--- src/rtl/multdiv_pkg.sv ---
// Shared constants, state encoding and helpers for the multiply/divide unit.
package multdiv_pkg;

  localparam int unsigned WIDTH = 32;
  localparam int unsigned ITER  = 32;
  localparam int unsigned CW    = 5;

  typedef enum logic [1:0] {IDLE, MULT, DIV, DONE} state_e;

  // Unsigned magnitude of a two's complement word; 0x80000000 maps to 2^31.
  function automatic logic [WIDTH-1:0] magnitude(input logic [WIDTH-1:0] v);
    return v[WIDTH-1] ? (~v + WIDTH'(1)) : v;
  endfunction

endpackage

--- src/rtl/addsub_33.sv ---
// 33-bit adder/subtractor shared by the Booth and non-restoring datapaths.
module addsub_33 (
  input  logic [32:0] a,
  input  logic [32:0] b,
  input  logic        sub,
  output logic [32:0] sum
);

  // Subtract as a + ~b + 1.
  assign sum = a + (b ^ {33{sub}}) + {32'd0, sub};

endmodule

--- src/rtl/mult_div.sv ---
// Iterative 32-bit signed multiply (radix-2 Booth) and divide (non-restoring).
// 33-cycle latency from start to a one-cycle data_resultRDY pulse.
module mult_div
  import multdiv_pkg::*;
(
  input  logic             clock,
  input  logic             reset,
  input  logic [WIDTH-1:0] data_operandA,
  input  logic [WIDTH-1:0] data_operandB,
  input  logic             ctrl_MULT,
  input  logic             ctrl_DIV,
  output logic [WIDTH-1:0] data_result,
  output logic             data_exception,
  output logic             data_resultRDY
);

  state_e           state, state_next;
  logic [CW-1:0]    count;
  logic [WIDTH:0]   acc;    // Booth upper accumulator / partial remainder
  logic [WIDTH:0]   m;      // multiplicand (sign-extended) / divisor magnitude
  logic [WIDTH-1:0] q;      // multiplier -> product low / dividend -> quotient
  logic             qm1;
  logic             op_div, neg, dz, ovf;

  logic [WIDTH:0]   add_a, add_b, sum;
  logic             add_sub;
  logic             start, last;
  logic [WIDTH-1:0] res_c;
  logic             exc_c;

  assign start = ctrl_MULT | ctrl_DIV;
  assign last  = (count == CW'(ITER - 1));

  addsub_33 u_addsub (
    .a   (add_a),
    .b   (add_b),
    .sub (add_sub),
    .sum (sum)
  );

  // Adder operand steering: Booth recode for multiply, sign-driven add/sub for divide.
  always_comb begin
    add_a   = acc;
    add_b   = m;
    add_sub = 1'b0;
    if (state == DIV) begin
      add_a   = {acc[WIDTH-1:0], q[WIDTH-1]};
      add_sub = ~acc[WIDTH];
    end else begin
      case ({q[0], qm1})
        2'b01:   add_sub = 1'b0;
        2'b10:   add_sub = 1'b1;
        default: add_b   = '0;
      endcase
    end
  end

  // Next state: any start pulse (multiply first) overrides the current state.
  always_comb begin
    state_next = state;
    if (ctrl_MULT) begin
      state_next = MULT;
    end else if (ctrl_DIV) begin
      state_next = DIV;
    end else begin
      case (state)
        MULT, DIV: if (last) state_next = DONE;
        DONE:      state_next = IDLE;
        default:   state_next = IDLE;
      endcase
    end
  end

  // Final result and exception from the finished datapath.
  always_comb begin
    res_c = q;
    exc_c = (acc[WIDTH-1:0] != {WIDTH{q[WIDTH-1]}});
    if (op_div) begin
      exc_c = dz | ovf;
      if (dz) begin
        res_c = '0;
      end else if (neg) begin
        res_c = ~q + WIDTH'(1);
      end
    end
  end

  // State register.
  always_ff @(posedge clock or posedge reset) begin
    if (reset) state <= IDLE;
    else       state <= state_next;
  end

  // Datapath iteration, operand capture and result registers.
  always_ff @(posedge clock or posedge reset) begin
    if (reset) begin
      count          <= '0;
      acc            <= '0;
      m              <= '0;
      q              <= '0;
      qm1            <= 1'b0;
      op_div         <= 1'b0;
      neg            <= 1'b0;
      dz             <= 1'b0;
      ovf            <= 1'b0;
      data_result    <= '0;
      data_exception <= 1'b0;
      data_resultRDY <= 1'b0;
    end else begin
      data_resultRDY <= 1'b0;
      if (start) begin
        count  <= '0;
        acc    <= '0;
        qm1    <= 1'b0;
        op_div <= ~ctrl_MULT;
        neg    <= data_operandA[WIDTH-1] ^ data_operandB[WIDTH-1];
        dz     <= (data_operandB == '0);
        ovf    <= (data_operandA == {1'b1, {(WIDTH-1){1'b0}}}) && (data_operandB == '1);
        if (ctrl_MULT) begin
          m <= {data_operandA[WIDTH-1], data_operandA};
          q <= data_operandB;
        end else begin
          m <= {1'b0, magnitude(data_operandB)};
          q <= magnitude(data_operandA);
        end
      end else begin
        case (state)
          MULT: begin
            acc <= {sum[WIDTH], sum[WIDTH:1]};
            q   <= {sum[0], q[WIDTH-1:1]};
            qm1 <= q[0];
            if (!last) count <= count + CW'(1);
          end
          DIV: begin
            acc <= sum;
            q   <= {q[WIDTH-2:0], ~sum[WIDTH]};
            if (!last) count <= count + CW'(1);
          end
          DONE: begin
            data_result    <= res_c;
            data_exception <= exc_c;
            data_resultRDY <= 1'b1;
          end
          default: ;
        endcase
      end
    end
  end

endmodule

--- config.mk ---
export PLATFORM = sky130hd
export DESIGN_NAME = mult_div
export DESIGN_NICKNAME = d
export VERILOG_FILES = /design/src/rtl/multdiv_pkg.sv /design/src/rtl/addsub_33.sv /design/src/rtl/mult_div.sv
export SDC_FILE = /design/constraint.sdc
export NUM_CORES = 1
export LEC_CHECK = 0
export CORE_AREA = 2 2 170 172
export DETAILED_ROUTE_END_ITERATION = 12
export DIE_AREA = 0 0 172 174
export HOLD_SLACK_MARGIN = 0.15
export PLACE_DENSITY = 0.64
export SETUP_SLACK_MARGIN = 0.2
export SLEW_MARGIN = 25
export SYNTH_ARGS = -nofsm -noshare
export SYNTH_HDL_FRONTEND = slang
export SYNTH_HIERARCHICAL = 1
export SYNTH_SLANG_ARGS = --single-unit
export TNS_END_PERCENT = 20
--- constraint.sdc ---
create_clock -name clock -period 7.8 [get_ports clock]
set_input_delay 1.56 -clock clock [delete_from_list [all_inputs] [get_ports clock]]
set_output_delay 1.56 -clock clock [all_outputs]
set_load 0.02 [all_outputs]
[After elaboration in Yosys (flattened, before gate mapping)]
Index checks and enable logic that the tools add are counted.
Word-level totals
  bits in registers: 144
  input bits: 68
  output and inout bits: 34
  word-level logic and storage cells: 78
Cells by class
  add/subtract/negate cells: 6
  equal/unequal tests: 11
  muxes and demuxes: 28
  bitwise logic cells: 11
  reductions and logical operators: 9
Operators by type and width (number)
  32-bit 2-to-1 mux: 7
  33-bit 2-to-1 mux: 5
  32-bit by 1-bit adder with 32-bit output, second input constant: 3
  32-bit inverter: 3
  33-bit one-hot mux with 2 select lines: 1
  32-bit == test, second input constant: 2
  32-bit one-hot mux with 2 select lines: 1
  33-bit by 1-bit adder with 33-bit output: 1
  33-bit adder: 1
  33-bit XOR: 1
  32-bit zero test: 1
  32-bit != test: 1
  5-bit 2-to-1 mux: 3
  2-bit 2-to-1 mux: 4
  1-bit 2-to-1 mux: 7
  2-bit == test, second input constant: 3
  5-bit by 1-bit adder with 5-bit output, second input constant: 1
  5-bit == test, second input constant: 1
  2-bit by 1-bit == test with 1-bit output, second input constant: 2
  4-bit by 1-bit != test with 1-bit output, second input constant: 1
  1-bit inverter: 4
  2-bit AND reduction: 2
  2-bit nonzero test: 2
  2-bit OR reduction: 2
  5 further kinds: 6

[Longest topological paths before layout]
  depth after elaboration: 10
  depth in mapped cells: 22
  mapped depth without buffers: 17

[Modules after synthesis]
The synthesis kept the hierarchy.
By module, submodules not included
  mult_div: times used 1, cells an instance 1256, area each 10457.5 µm², sequential area each 3603.5 µm²
  addsub_33: times used 1, cells an instance 318, area each 2245.9 µm², sequential area each 0.0 µm²

[Worst setup path before layout]
No wires, ideal clock.
  kind: register -> register
  start: register state[0]
  end: register q[0]
  setup time: 125 ps
  data arrival time: 4981 ps
  data required time: 7675 ps
  slack: 2695 ps
  cell stages (with the launch flop): 23
  buffers on the path: 7
  period minus slack after synthesis: 5105 ps
  cell sequence: dfrtp_1 > inv_1 > ha_1 > clkbuf_1 > clkbuf_1 > clkbuf_1 > buf_1 > mux2_2 > buf_4 > clkbuf_1 > xor2_1 > ha_1 > buf_2 > a21o_1 > a21o_1 > a2111oi_0 > nor3_1 > a211oi_1 > xnor2_1 > a211oi_1 > a211oi_1 > a21oi_1 > mux2_2
Between the ends
  word-level cells in the longest chain between the ends: 8
  elaborated cells between the ends (all ways): 12
  those cells by class: 2 x add/sub; 2 x eq/ne; 5 x mux; 2 x bitwise; 1 x reduce/logical
RTL lines
  from (decl): RTL line mult_div.sv:17  | state_e state, state_next;
  from (signal assigned): RTL line mult_div.sv:91  | else state <= state_next;
  2-bit == test *: RTL line mult_div.sv:46  | if (state == DIV) begin
  1-bit 2-to-1 mux *: RTL line mult_div.sv:46
  net add_sub: RTL line mult_div.sv:26  | logic add_sub;
  33-bit XOR: RTL line addsub_33.sv:10  | assign sum = a + (b ^ {33{sub}}) + {32'd0, sub};
  33-bit adder: RTL line addsub_33.sv:10
  33-bit by 1-bit adder with 33-bit output *: RTL line addsub_33.sv:10
  net sum[32]: RTL line mult_div.sv:25  | logic [WIDTH:0] add_a, add_b, sum;
  1-bit inverter *: RTL line mult_div.sv:136  | q <= {q[WIDTH-2:0], ~sum[WIDTH]};
  32-bit one-hot mux with 2 select lines *: RTL line mult_div.sv:127  | case (state)
  32-bit 2-to-1 mux *: RTL line mult_div.sv:111  | if (start) begin
  to (signal assigned): RTL line mult_div.sv:124  | q <= magnitude(data_operandA);
  to (signal assigned): RTL line mult_div.sv:130  | q <= {sum[0], q[WIDTH-1:1]};
  to (signal assigned): RTL line mult_div.sv:136
  to (decl): RTL line mult_div.sv:21  | logic [WIDTH-1:0] q;
The timed path passes the listed nets; every way through them passes the cells marked *.
A chain may end at the register's enable or synchronous reset.

[Worst setup path in the final report]
  start: register state[0]
  end: register acc[28]
Between the ends
  word-level cells in the longest chain between the ends: 7
  elaborated cells between the ends (all ways): 11
  those cells by class: 2 x add/sub; 2 x eq/ne; 5 x mux; 1 x bitwise; 1 x reduce/logical
RTL lines
  2-bit == test: RTL line mult_div.sv:46
  33-bit 2-to-1 mux: RTL line mult_div.sv:46
  net add_b[2]: RTL line mult_div.sv:25
  33-bit XOR: RTL line addsub_33.sv:10
  33-bit adder: RTL line addsub_33.sv:10
  33-bit by 1-bit adder with 33-bit output: RTL line addsub_33.sv:10
  net sum[29]: RTL line mult_div.sv:25
  33-bit one-hot mux with 2 select lines: RTL line mult_div.sv:127
  33-bit 2-to-1 mux: RTL line mult_div.sv:111
  to (signal assigned): RTL line mult_div.sv:129  | acc <= {sum[WIDTH], sum[WIDTH:1]};
  to (signal assigned): RTL line mult_div.sv:135  | acc <= sum;
  to (decl): RTL line mult_div.sv:19  | logic [WIDTH:0] acc;
The timed path passes the listed nets, and every way through them passes these cells. The select of a mux whose other input is x is not followed.

==> summary.txt <==
Worst setup path
  • Worst-path maximum fanout: 35
  • Worst Path Buf+Inv: 1
  • Setup slack, reg-to-reg: 3.04 ns
  • CP arrival: 5.13 ns
  • WP data required: 8.18 ns
  • Worst-path cell chain: inv_1, ha_4, nand2b_1, and2_1, xor2_1, ha_1, nand4_1, o221ai_2, a41oi_2, nor4_1, nor2_1, a311oi_1, mux2i_1, nor2_1, a21oi_1, nor2_1
  • Critical Path Sink Type: flip-flop
  • CP most frequent cell: nor2_1
  • Startpoint Class: flip-flop
  • Setup CP Type: flip-flop to flip-flop
  • Slowest CP cell: nand2b_1
  • Top delay family on crit path: simple AND/OR/NAND/NOR gates
  • Largest stage delay on the critical path: 0.78 ns

Logic synthesis
  • Synth top area cells: dfrtp_1, nor2_1, mux2i_1
  • Adder-Cell Fraction of Synth Area: 4.196%
  • Yosys cell types: 80
  • Simple-gate area share of the yosys netlist: 23.87%
  • Cell type with the largest total area after synthesis: dfrtp_1
  • Yosys warnings: 6
  • Post-synth EDFFs: 0
  • Mux share of post-synthesis cell area: 8.638%
  • Synth Cell Area: 12700 sq um
  • Synthesized area per cell: 8.071 sq um
  • Mapped Cells: 1574
  • Synth Area in Compound Gates: 21.24%
  • Leading register cell type out of synthesis: dfrtp_1
  • Async set-reset flop share out of synthesis: 100.0%
  • Flops & latches, synth: 144
  • Top cell type's share of synthesized area: 28.37%
  • Xor and xnor area share after synthesis: 8.687%
  • Seq/Total Area, Yosys: 28.37%
  • Largest family of logic cells by synthesized area: simple AND/OR/NAND/NOR gates
  • Post-synth net total: 1684

Global routing
  • Total gr overflow: 0
  • First-pass GRT wire length: 65.63 mm
  • Vias in the first global route: 11130
  • Initial antenna violation count: 0
  • Largest net degree at the start of global routing: 83
  • GRT Util Overall: 28.15%

Timing
  • Final hold vios: 0
  • Post-layout min period: 4.756 ns
  • RSZ-0062 raised after global routing: no
  • Final max-slew violation count: 0
  • Setup violators final: 0
  • Period Utilization, post-route: 60.97%
  • Rel. slew slack: 26.57%
  • Fmax: 210.3 MHz
  • Fin Clk Skew: 0.01682 ns
  • Sum Neg Setup Slack: 0 ns
  • Slew @ Worst Pin: 1.098 ns

Pwr
  • VDD IR max: 0.1236 mV
  • Power Dens Cells: 230.7 nW/um^2
  • Leakage: 5.950 nW

Detailed routing
  • WL/cell: 21.16 um
  • Via density: 6.158
  • Antenna Nets Post-Route: 0
  • Initial DRC count: 1279
  • Drt first pass iters: 6
  • DRC: 0
  • Vias post-DR: 12230
  • WL final: 42.02 mm

Clock tree
  • Clock Tree Buf Depth: 2
  • Root Buffer: clkbuf_16
  • Clock Sink Count: 144
  • Post_cts resized: 0
  • Post-CTS Repair Setup Buffers: 0
  • H-tree levels: 4
  • Worst-path clk slew: 0.07 ns
  • TritonCTS clock tree: done
  • Total CTS buffers: 17
  • Worst-Skew Late Latency: 0.45 ns
  • Hold_buf cts: 0

Floorplan
  • Core area: 28240 sq um
  • Total die area: 29930 sq um
  • I/O pins: 102
  • Height of the die: 174 um
  • Num rows: 62
  • Die W: 172 um
  • Initial Util: 44.99%

Layout
  • Final core utilization: 51.09%
  • Design area: 14430 sq um
  • Share of cells above drive strength 1: 7.990%
  • ANT cells: 0
  • Layout Nets: 1699
  • Area delta synth->final: 13.57%

Run
  • Max Cap Violations: 0

Placed design
  • Placed cell area: 13840 sq um
  • Port Buffers: 101
  • DP HPWL: 30.04 mm
  • GPL Wtd Cong: 0.9150

Status
  • Status: finished clean

Worst hold path
  • Hold/Removal Path Class: flip-flop to flip-flop
[Yosys cell counts, types with 8 or more instances]
master and count:
xnor2_1 62, nor2b_1 22, o41ai_1 17, a31oi_1 16, o21ai_0 93, ha_1 41, o221ai_1 8, or4_1 16
buf_2 9, nand2_1 113, inv_1 38, o22ai_1 12, o31ai_1 16, nor3b_1 12, nor4_1 19, and2_1 36
dfrtp_1 144, mux2_2 37, nand2b_1 10, nor3_1 34, buf_1 19, mux2i_1 68, a211oi_1 15, a221oi_1 8
and3_1 13, a21oi_1 127, nor2_1 184, a21o_1 9, xor2_1 64, a2111oi_0 8, clkbuf_1 88, or3_1 20
o211ai_1 9, nand4_1 26, nand3_1 33, nor4_2 9, o21ai_1 14
[per-stage QoR]
| step | instances | setup slack [ns] | total power [W] | hold slack (ns) |
|---|---|---|---|---|
| after floorplan | 1574 | 2.374 | 0.001999 | 0.4418 |
| after global placement | 1954 | 3.130 | 0.002441 | 0.4653 |
| after detailed placement | 1954 | 3.083 | 0.002455 | 0.4699 |
| after CTS | 1986 | 3.078 | 0.003312 | 0.4858 |
| after global routing | 1986 | 2.533 | 0.003532 | 0.5072 |
| final | 1986 | 3.044 | 0.003329 | 0.4762 |
[where the power goes]
group / switching, W / internal [W] / total [W]
logic: 0.000874 / 0.000599 / 0.00147
registers: 0.000138 / 0.000861 / 0.000999
clock network: 0.000401 / 0.000456 / 0.000857
total: 0.00141 / 0.00192 / 0.00333
[cells in the final DEF, fill, tap and decap left out, types with 9 or more instances in the layout]
master | synthesis | layout
nand2b_1 | 10 | 10
a31oi_1 | 16 | 16
nor4_2 | 9 | 9
o21ai_1 | 14 | 14
o31ai_1 | 16 | 16
nand3_1 | 33 | 33
o211ai_1 | 9 | 9
and3_1 | 13 | 13
o21ai_0 | 93 | 93
or3_1 | 20 | 20
nor4_1 | 19 | 19
buf_4 | 1 | 17
nor3_1 | 34 | 34
o22ai_1 | 12 | 12
inv_1 | 38 | 37
xnor2_1 | 62 | 62
clkdlybuf4s50_1 | 0 | 99
o41ai_1 | 17 | 17
nor3b_1 | 12 | 12
ha_1 | 41 | 39
a21o_1 | 9 | 9
clkbuf_16 | 0 | 17
or4_1 | 16 | 16
mux2_2 | 37 | 37
nor2_1 | 184 | 183
nor2b_1 | 22 | 22
nand4_1 | 26 | 26
a211oi_1 | 15 | 15
dfrtp_1 | 144 | 144
xor2_1 | 64 | 64
nand2_1 | 113 | 113
and2_1 | 36 | 36
a21oi_1 | 127 | 127
mux2i_1 | 68 | 68
[cells by family (layout without fill, tap and decap cells)]
| logic type | Yosys count | count (layout) |
|---|---|---|
| simple gates | 581 | 581 |
| mux | 105 | 105 |
| xor+xnor | 126 | 126 |
| flops | 144 | 144 |
| compound gates | 417 | 417 |
| fa+ha+maj | 42 | 42 |
| buf+inv | 159 | 187 |
[worst paths after layout]
kind,from,to,depth (start not counted)
setup / recovery,state[0]$_DFFE_PP0P_,acc[28]$_DFFE_PP0P_,16
hold / removal,data_result[16]$_DFFE_PP0P_,data_result[16]$_DFFE_PP0P_,2
setup reg to reg,state[0]$_DFFE_PP0P_,acc[28]$_DFFE_PP0P_,16
hold reg to reg,data_result[16]$_DFFE_PP0P_,data_result[16]$_DFFE_PP0P_,2
max in group asynchronous,reset,q[0]$_DFFE_PP0P_,3
min in group asynchronous,reset,acc[12]$_DFFE_PP0P_,2
[routing by layer]
metal,vias up,global-route usage [%],part of all wire [%]
li1,5759,-,-
met1,5795,42.50,46
met2,610,39.73,42
met3,65,6.444,9.9
met4,0,8.193,2.2
met5,-,0,0
[area by class of cell]
cell class	count	area (sq um)
clock buffer	17	425.4
clock inverter	15	165.2
fill	2778	13810
inverter	38	147.6
multi-input combinational	1271	8482
sequential	144	3603
tap	384	480.5
timing repair buffer	117	1124
[registers in the layout, summed over array words and instances, names as in the netlist]
signal	count
m	33
count	5
data_exception	1
data_result	32
neg	1
data_resultRDY	1
qm1	1
q	32
op_div	1
state	2
acc	33
dz	1
ovf	1
[tightest hold or removal path: cells and delay by family (launching register included)]
kind	cells	cell delay [ns]
AOI/OAI and AO/OA	1	0.06
DFF	1	0.34
and+or+nand+nor	1	0.05
(Power assumes the default switching activity.)
